`config.mk`:
```
export PLATFORM = sky130hd
export DESIGN_NAME = univ_shift_reg
export DESIGN_NICKNAME = d
export VERILOG_FILES = /design/src/rtl/univ_shift_reg_pkg.sv /design/src/rtl/shift_frame_ctr.sv /design/src/rtl/univ_shift_reg.sv
export SDC_FILE = /design/constraint.sdc
export NUM_CORES = 1
export LEC_CHECK = 0
export CORE_UTILIZATION = 43
export CTS_CLUSTER_DIAMETER = 60
export DETAILED_ROUTE_END_ITERATION = 7
export GPL_ROUTABILITY_DRIVEN = 1
export GPL_TIMING_DRIVEN = 0
export PLACE_DENSITY = 0.78
export SETUP_SLACK_MARGIN = 0.15
export SYNTH_ARGS = -nofsm -noshare
export SYNTH_HDL_FRONTEND = slang
export SYNTH_SLANG_ARGS = --single-unit
```
`constraint.sdc`:
```
create_clock -name ck -period 1.88 [get_ports ck]
set_input_delay 0.282 -clock ck [delete_from_list [all_inputs] [get_ports ck]]
set_output_delay 0.282 -clock ck [all_outputs]
set_load 0.01 [all_outputs]
```
`src/rtl/univ_shift_reg_pkg.sv`:
```
// Shared definitions for the universal shift register and later serialiser blocks.
//   mode_t      : 3-bit operation select
//   MODE_*      : operation encodings; 3'b111 is reserved and behaves as HOLD
package univ_shift_reg_pkg;

    typedef logic [2:0] mode_t;

    localparam mode_t MODE_HOLD     = 3'b000;
    localparam mode_t MODE_LOAD     = 3'b001;
    localparam mode_t MODE_CLEAR    = 3'b010;
    localparam mode_t MODE_SHIFT_UP = 3'b011;
    localparam mode_t MODE_SHIFT_DN = 3'b100;
    localparam mode_t MODE_ROT_UP   = 3'b101;
    localparam mode_t MODE_ROT_DN   = 3'b110;

endpackage

```
`src/rtl/shift_frame_ctr.sv`:
```
// Shift-frame counter: counts shift/rotate steps and pulses frame_done for one
// cycle after the WIDTH-th consecutive step. State updates on the falling edge.
//   ck         : clock (falling edge active)
//   rst_n      : asynchronous active-low reset
//   step       : a shift or rotate is performed on this edge
//   restart    : load/clear on this edge; abandons the current frame silently
//   shift_cnt  : steps taken in the current frame
//   frame_done : one-cycle pulse after the final step of a frame
module shift_frame_ctr #(
    parameter int unsigned WIDTH = 4,
    parameter int unsigned CNT_W = $clog2(WIDTH + 1)
) (
    input  logic             ck,
    input  logic             rst_n,
    input  logic             step,
    input  logic             restart,
    output logic [CNT_W-1:0] shift_cnt,
    output logic             frame_done
);

    localparam logic [CNT_W-1:0] LastCnt = CNT_W'(WIDTH - 1);

    logic [CNT_W-1:0] cnt_q, cnt_d;
    logic             done_q, done_d;

    always_comb begin
        cnt_d  = cnt_q;
        done_d = 1'b0;
        if (restart) begin
            cnt_d = '0;
        end else if (step) begin
            if (cnt_q == LastCnt) begin
                cnt_d  = '0;
                done_d = 1'b1;
            end else begin
                cnt_d = cnt_q + CNT_W'(1);
            end
        end
    end

    always_ff @(negedge ck or negedge rst_n) begin
        if (!rst_n) begin
            cnt_q  <= '0;
            done_q <= 1'b0;
        end else begin
            cnt_q  <= cnt_d;
            done_q <= done_d;
        end
    end

    assign shift_cnt  = cnt_q;
    assign frame_done = done_q;

endmodule

```
`src/rtl/univ_shift_reg.sv`:
```
// Parametrised universal shift register: hold, load, clear, shift up/down with
// serial inputs and rotate up/down, plus a shift-frame counter for SIPO/PISO use.
// All state updates on the falling edge of ck.
//   ck, rst_n         : clock (falling edge), asynchronous active-low reset
//   mode              : operation select (see univ_shift_reg_pkg)
//   sin_up, sin_dn    : serial inputs entering q[0] / q[WIDTH-1]
//   d                 : parallel load data
//   q                 : register contents
//   sout_up, sout_dn  : q[WIDTH-1] / q[0], the bits shifted out
//   shift_cnt         : steps since last frame boundary, load, clear or reset
//   frame_done        : one-cycle pulse after a WIDTH-step frame
module univ_shift_reg
    import univ_shift_reg_pkg::*;
#(
    parameter int unsigned WIDTH = 4,
    parameter int unsigned CNT_W = $clog2(WIDTH + 1)
) (
    input  logic             ck,
    input  logic             rst_n,
    input  mode_t            mode,
    input  logic             sin_up,
    input  logic             sin_dn,
    input  logic [WIDTH-1:0] d,
    output logic [WIDTH-1:0] q,
    output logic             sout_up,
    output logic             sout_dn,
    output logic [CNT_W-1:0] shift_cnt,
    output logic             frame_done
);

    logic [WIDTH-1:0] q_q, q_d;
    logic             step;
    logic             restart;

    // sin_* only reach q_d in their own shift mode, so an undriven serial
    // input cannot leak X into the register.
    always_comb begin
        q_d     = q_q;
        step    = 1'b0;
        restart = 1'b0;
        case (mode)
            MODE_LOAD: begin
                q_d     = d;
                restart = 1'b1;
            end
            MODE_CLEAR: begin
                q_d     = '0;
                restart = 1'b1;
            end
            MODE_SHIFT_UP: begin
                q_d  = {q_q[WIDTH-2:0], sin_up};
                step = 1'b1;
            end
            MODE_SHIFT_DN: begin
                q_d  = {sin_dn, q_q[WIDTH-1:1]};
                step = 1'b1;
            end
            MODE_ROT_UP: begin
                q_d  = {q_q[WIDTH-2:0], q_q[WIDTH-1]};
                step = 1'b1;
            end
            MODE_ROT_DN: begin
                q_d  = {q_q[0], q_q[WIDTH-1:1]};
                step = 1'b1;
            end
            default: begin
                // HOLD and reserved encoding
                q_d = q_q;
            end
        endcase
    end

    always_ff @(negedge ck or negedge rst_n) begin
        if (!rst_n) begin
            q_q <= '0;
        end else begin
            q_q <= q_d;
        end
    end

    shift_frame_ctr #(
        .WIDTH (WIDTH),
        .CNT_W (CNT_W)
    ) u_frame_ctr (
        .ck         (ck),
        .rst_n      (rst_n),
        .step       (step),
        .restart    (restart),
        .shift_cnt  (shift_cnt),
        .frame_done (frame_done)
    );

    assign q       = q_q;
    assign sout_up = q_q[WIDTH-1];
    assign sout_dn = q_q[0];

endmodule

```
Word level (Yosys, flattened, before mapping)
Index checks and enable logic that the tools add are counted.

word-level totals
  flip-flop bits (word level) = 8
  bits of input ports = 11
  logic and storage cells = 24

cells by class
  add/sub/neg operators = 1
  eq/ne operators = 7
  mux-type cells = 9
  reduce and logical (&&, ||, !) cells = 4

operator list
  kind                                                 number
  one-hot mux 4 bit (6 select lines)                   1
  equality test 3 x 2 -> 1 bit, second input constant  3
  equality test 3 bit, second input constant           3
  2-to-1 mux 3 bit                                     3
  nonzero test 6 bit                                   1
  2-to-1 mux 1 bit                                     5
  OR reduction 4 bit                                   1
  adder 3 x 1 -> 3 bit, second input constant          1
  equality test 3 x 1 -> 1 bit, second input constant  1
  nonzero test 2 bit                                   1
  OR reduction 2 bit                                   1

Longest topological paths before layout
Gate-level depths: netlist of the first run.

  word-level depth = 5
  gate-level depth with buffers = 5
  gate-level depth less buffers = 5

Modules after synthesis
A second synthesis of the first run with hierarchy kept.

unflattened totals
  cell total of the unflattened synthesis = 59
  area, all modules = 565.5 sq um

by module, submodules not included
  module           instances  cells an instance  area each (sq um)
  univ_shift_reg   1          44                 394.1
  shift_frame_ctr  1          15                 171.4

==> results of run 1 <==
per-stage QoR:
| step | setup WS (ns) | cells | hold WS [ns] | cell area, um2 |
|---|---|---|---|---|
| 2_1_floorplan | -0.1395 | 73 | 0.5123 | 666.9 |
| 3_3_place_gp | -0.7341 | 106 | 0.4570 | 865.8 |
| 3_5_place_dp | -0.7535 | 106 | 0.4697 | 865.8 |
| 4_1_cts | -0.2649 | 122 | 0.5401 | 1045 |
| 5_1_grt | -0.2878 | 125 | 0.5674 | 1084 |
| 6_report | -0.2669 | 125 | 0.5591 | 1084 |
logic make-up after synthesis:
| kind of cell | Yosys count |
|---|---|
| adder cells (fa/ha/maj) | 1 |
| AND/OR/NAND/NOR | 27 |
| buffers and inverters | 11 |
| AO/OA/AOI/OAI | 21 |
| XOR/XNOR | 1 |
| flip-flops | 8 |
| multiplexers | 4 |
tightest hold or removal path, stage by stage, from the launching register on:
cell,delay (ns)
dfrtn_1,0.41
buf_4,0.11
o31a_1,0.12
power groups by stage:
stage          Sequential, mW  Clock [mW]  Combinational [mW]
6_report                0.229       0.152               0.437
5_1_grt                 0.230       0.157               0.463
4_1_cts                 0.227       0.144               0.392
3_5_place_dp            0.248           0               0.292
3_3_place_gp            0.248           0               0.284
2_1_floorplan           0.256           0               0.160
layout make-up:
type | instances | area (um2) | share of cell area (%)
buffer | 8 | 125.1 | 11.55
clock buffer | 3 | 22.52 | 2.079
inverter | 3 | 11.26 | 1.039
multi-input combinational | 54 | 385.4 | 35.57
sequential | 8 | 200.2 | 18.48
tap | 15 | 18.77 | 1.732
timing repair buffer | 34 | 320.3 | 29.56
state kept, by name, summed over array words and instances (netlist names):
name                    flops
q                           4
u_frame_ctr.frame_done      1
u_frame_ctr.shift_cnt       3
repair_timing:
item	4_1_cts	5_1_grt
gates resized for setup	73	6
setup endpoints to repair	18	16
gates cloned	2	0
pin swaps	16	6
setup buffers	11	3
layer usage:
| layer | global-route usage [%] | share of wire, % | wire [um] | vias to the layer above |
|---|---|---|---|---|
| li1 | - | - | - | 335 |
| met1 | 35.76 | 40 | 915 | 357 |
| met2 | 51.25 | 48 | 1117 | 46 |
| met3 | 7.386 | 8.6 | 200 | 8 |
| met4 | 18.10 | 3.5 | 80 | 0 |
| met5 | 0 | 0 | 0 | - |
placed cells by master, fill, tap and decap left out, drive strengths merged, types with 2 or more instances in the layout:
master,Yosys,layout
a21oi,5,5
a221oi,2,2
buf,7,34
clkbuf,1,5
clkdlybuf4s15,0,2
dfrtn,8,8
dlygate4sd2,0,3
inv,3,3
mux2i,4,4
nand2,11,11
nand2b,2,2
nand3,2,2
nor2,9,9
o21ai,5,5
how the worst max path moves through the flow:
stage / slack (ns) / cells after the start / startpoint / end
after detailed placement: -0.75 / 6 / mode[2] / q[3]
after global placement: -0.73 / 6 / mode[2] / q[3]
after global routing: -0.29 / 2 / q[0] / q[0]
final: -0.27 / 2 / q[0] / q[0]
after floorplan: -0.14 / 5 / mode[0] / q[3]
after CTS: -0.26 / 2 / q[0] / q[0]
==> flow_summary.json, run 1 <==
{
  "cts_root_buf": "clkbuf_4",
  "maxSlewViolCount": 0,
  "simple_gate_share_of_the_synthesized_area_pct": 19.79,
  "crit_path_top_delay_cell": "dfrtn_1",
  "clock_power_share_pct": 18.6,
  "cts_buffer_depth": 2,
  "synth_area_leader_cell": "dfrtn_1",
  "post_synth_edffs": 0,
  "tightest_slew_ns": 0.3929,
  "hpwl_um": 1085,
  "ys.warnings.count": 0,
  "drive_gt1_share_pct": 45.45,
  "final.fill_count": 77,
  "antenna_cells_inserted": 0,
  "cts.hold.buffers_added": 0,
  "slew_headroom_pct": 73.73,
  "power.ir.vdd_worst_mv": 0.5257,
  "holdCritPathClass": "reg2reg",
  "syn-mean-instance-area_um2": 8.227,
  "timing.critical_path.max_delay_family": "flip-flops",
  "netSwitchingPower_mw": 0.3051,
  "ys.flop_type": "dfrtn_1",
  "die_height_um": 39.37,
  "grtUsageTotal_pct": 30.95,
  "synthesis.nets": 85,
  "pwr_density_cell_mw_per_mm2": 755.0,
  "via_per_inst": 5.968,
  "wire_length_of_the_first_global_routing_pass_um": 3036,
  "synth_top_cells_by_count": "11 x nand2_1, 8 x dfrtn_1, 8 x nor2_1",
  "floorplan.initialDensity_pct": 46.15,
  "internal_power_mw": 0.5129,
  "syn-cell-area_um2": 600.6,
  "crit_type": "reg2out",
  "worst_setup_hold_path_clk_slew_ns": 0.05,
  "wire_per_inst_um": 18.52,
  "finalHoldViolCount": 0,
  "detailedRoute.firstPassIterationCount": 4,
  "cts_tree": "done",
  "yosys.cell_types.count": 30,
  "critical_path_source_type": "register",
  "post-synth-top-count-cell": "nand2_1",
  "post-route-worst-setup-slack_ns": -0.2669,
  "synth.area.mux_share_pct": 6.667,
  "number_of_levels_in_the_clock_h_tree": 1,
  "crit_top_cell": "buf_6",
  "drt_iter0_markers": 18,
  "worstPathBufferInverterCount": 2,
  "grt_antenna_before_repair": 0,
  "setup.reg_to_reg.worst_slack_ns": 0.18,
  "design_power_total_mw": 0.8180,
  "sequential_cell_fraction_of_total_power_pct": 28.0,
  "run_status": "finished, violations left",
  "tns_ns": -1.912,
  "r2r_cells": 7,
  "design.die.area_mm2": 0.001550,
  "crit_path_max_fanout": 3,
  "synth-seq-area-share_pct": 33.33,
  "routed-via-count": 746,
  "post_synth_fa_ha_maj_area_fraction_pct": 2.083,
  "power_switching_share_pct": 37.30,
  "worstHoldEndpoint": "u_frame_ctr.shift_cnt[2]",
  "rsz0062_at_grt": "true",
  "post_synth_xor_area_fraction_pct": 1.458,
  "synth-compound-area-share_pct": 23.75,
  "holdPathStages": 2,
  "synth.area.top_cells": "dfrtn_1 33%, nand2_1 6.9%, mux2i_1 6.7%",
  "cts_buffers": 3,
  "finalNetCount": 124,
  "hp-start": "u_frame_ctr.shift_cnt[2]",
  "setup_violations": 11,
  "clock_insertion_delay_at_the_later_pin_of_the_skew_report_ns": 0.27,
  "synth_top_family_by_area": "compound AO/OA/AOI/OAI gates",
  "post_synth_inst_count": 73,
  "worst_r2r_endpoint": "u_frame_ctr.shift_cnt[0]",
  "final.setup_skew_ns": 0.0002074,
  "routed_wirelength_um": 2315,
  "maxCapViolations": 0,
  "num_rows": 13,
  "worstPathArrival_ns": 1.86,
  "design.core.area_mm2": 0.001301,
  "clock_sink_count": 8,
  "reg2reg_start": "u_frame_ctr.shift_cnt[0]",
  "grt_max_degree": 11,
  "drc_errors": 0,
  "worst_path_largest_cell_delay_ns": 0.45,
  "postRouteAntennaNets": 0,
  "end_kind": "output port",
  "final_core_utilization_pct": 83.27,
  "p_comb_share_pct": 53.4,
  "grt_pass1_vias": 634,
  "post-synth-top-area-fraction_pct": 33.33,
  "die_w_um": 39.37,
  "critical_path_required_ns": 1.60,
  "gp_congestion": 0.7911,
  "timing.critical_path.cells": "buf_6 > buf_6",
  "postSynth.asyncResetShare_pct": 100.0,
  "area_growth_syn_to_layout_pct": 80.42,
  "violations": "setup timing",
  "place.port_buffers": 18,
  "number_of_flip_flops_and_latches_in_the_synthesized_netlist": 8,
  "power_leakage_nw": 0.5312,
  "gr-total-overflow": 0,
  "design.portCount": 21
}
Note: power is estimated with default switching activity, not from simulation.
==> inputs of run 2 (changes only) <==
==> constraint.sdc (replaced) <==
create_clock -name ck -period 1.88 [get_ports ck]
set_input_delay 0.376 -clock ck [delete_from_list [all_inputs] [get_ports ck]]
set_output_delay 0.376 -clock ck [all_outputs]
set_load 0.01 [all_outputs]
==> flow_summary.json, run 2 (synthesized netlist as in run 1, its figures left out) <==
{
  "crit_top_cell": "buf_6",
  "mostFrequentLayoutCells": "18 x buf_4, 8 x nor2_1, 8 x nand2_1, 8 x dfrtn_1, 7 x buf_6",
  "die_w_um": 39.37,
  "cts_tree": "done",
  "gp_congestion": 0.7911,
  "worst_setup_hold_path_clk_slew_ns": 0.05,
  "worst_path_largest_cell_delay_ns": 0.46,
  "wire_per_inst_um": 17.71,
  "cts_buffers": 3,
  "crit_path_top_delay_cell": "dfrtn_1",
  "via_per_inst": 5.953,
  "post_place_worst_slack_ns": -0.8475,
  "worstPathArrival_ns": 1.87,
  "number_of_levels_in_the_clock_h_tree": 1,
  "worst_r2r_endpoint": "u_frame_ctr.shift_cnt[0]",
  "critical_path_source_type": "register",
  "reg2reg_start": "u_frame_ctr.shift_cnt[1]",
  "design.portCount": 21,
  "finalNetCount": 128,
  "timing.critical_path.cells": "buf_6 > buf_6",
  "num_rows": 13,
  "final.fill_count": 67,
  "post-route-worst-setup-slack_ns": -0.3692,
  "worst_hold_slack_ns": 0.5760,
  "rsz0062_at_grt": "true",
  "pwr_density_cell_mw_per_mm2": 741.0,
  "postRouteAntennaNets": 0,
  "hpwl_um": 1085,
  "power_leakage_nw": 0.5421,
  "final_core_utilization_pct": 86.35,
  "gr-total-overflow": 0,
  "design.die.area_mm2": 0.001550,
  "crit_type": "reg2out",
  "maxSlewViolCount": 0,
  "power.ir.vdd_worst_mv": 0.7108,
  "drt_iter0_markers": 25,
  "wire_length_of_the_first_global_routing_pass_um": 3298,
  "crit_path_max_fanout": 3,
  "die_height_um": 39.37,
  "cts_buffer_depth": 2,
  "layout.cells.most_common": "buf_4",
  "critical_path_required_ns": 1.50,
  "holdCritPathClass": "reg2reg",
  "grt_pass1_vias": 709,
  "grt_antenna_before_repair": 0,
  "finalHoldViolCount": 0,
  "drc_errors": 0,
  "cts.hold.buffers_added": 0,
  "routed_wirelength_um": 2285,
  "startpoint": "q[0]",
  "violations": "setup timing",
  "clock_sink_count": 8,
  "setup_violations": 15,
  "setup.reg_to_reg.worst_slack_ns": 0.15,
  "largest_register_ff_count": 4,
  "drive_gt1_share_pct": 46.49,
  "area_growth_syn_to_layout_pct": 87.08,
  "worstSetupPathDepth": 2,
  "worstPathBufferInverterCount": 2,
  "dpl.cell_count": 106,
  "floorplan.initialDensity_pct": 46.15,
  "instances_no_fill": 129,
  "antenna_cells_inserted": 0,
  "r2r_cells": 7,
  "cts_root_buf": "clkbuf_4",
  "run_status": "finished, violations left",
  "design.core.area_mm2": 0.001301,
  "timing.critical_path.max_delay_family": "flip-flops",
  "slew_headroom_pct": 72.64,
  "design_power_total_mw": 0.8325,
  "tightest_slew_ns": 0.4091,
  "grtUsageTotal_pct": 33.13,
  "grt_max_degree": 11,
  "place.port_buffers": 18,
  "end_kind": "output port",
  "critical_path.endpoint": "q[0]",
  "final.setup_skew_ns": 0.0001421,
  "maxCapViolations": 0,
  "routed-via-count": 768,
  "clock_insertion_delay_at_the_later_pin_of_the_skew_report_ns": 0.27,
  "detailedRoute.firstPassIterationCount": 4
}
[run 2: worst min-delay path, stage by stage (launching register included)]
cell and delay, ns:
dfrtn_1 0.42, buf_4 0.12, o31a_1 0.12
[run 2: metal layers]
metal,vias up,wire (um),GRT usage (%)
met3,14,184,9.091
li1,342,-,-
met4,0,87,13.79
met5,-,0,0
met1,358,966,39.02
met2,54,1047,55.83
[run 2: worst min-delay path by stage]
| stage | startpoint | slack (ns) | cells after the start | end |
|---|---|---|---|---|
| floorplan | u_frame_ctr.shift_cnt[2] | 0.51 | 1 | u_frame_ctr.shift_cnt[2] |
| global placement | u_frame_ctr.shift_cnt[2] | 0.46 | 1 | u_frame_ctr.shift_cnt[2] |
| detailed placement | u_frame_ctr.shift_cnt[2] | 0.47 | 1 | u_frame_ctr.shift_cnt[2] |
| CTS | u_frame_ctr.shift_cnt[2] | 0.54 | 2 | u_frame_ctr.shift_cnt[2] |
| global route | u_frame_ctr.shift_cnt[2] | 0.60 | 2 | u_frame_ctr.shift_cnt[2] |
| finish | u_frame_ctr.shift_cnt[2] | 0.58 | 2 | u_frame_ctr.shift_cnt[2] |
[run 2: cell type report]
class                   instances  area, um2  area share [%]
repair buffers                 38      355.3           31.63
inverters                       3      13.76           1.225
well taps                      15      18.77           1.670
multi-input cells              54      387.9           34.52
flip-flops and latches          8      200.2           17.82
plain buffers                   8      125.1           11.14
clock buffers                   3      22.52           2.004
[run 2: stage by stage]
step           cell area [um2]  setup TNS [ns]
4_1_cts                   1082          -2.945
3_5_place_dp             865.8          -10.54
6_report                  1124          -3.137
2_1_floorplan            666.9          -1.258
3_3_place_gp             865.8          -10.36
5_1_grt                   1124          -3.445
[run 2: timing repair]
| item | 4_1_cts | 5_1_grt |
|---|---|---|
| hold endpoints to repair | 0 | 0 |
| cloned | 2 | 0 |
| setup buffers | 14 | 4 |
| pin swaps | 17 | 6 |
| gates resized for setup | 77 | 3 |
| setup endpoints to repair | 18 | 17 |
[run 2: power by group]
group | internal [mW] | leakage (nW) | switching [mW]
Combinational | 0.248 | 0.428 | 0.209
Clock | 0.0740 | 0.0138 | 0.0748
Sequential | 0.206 | 0.100 | 0.0206
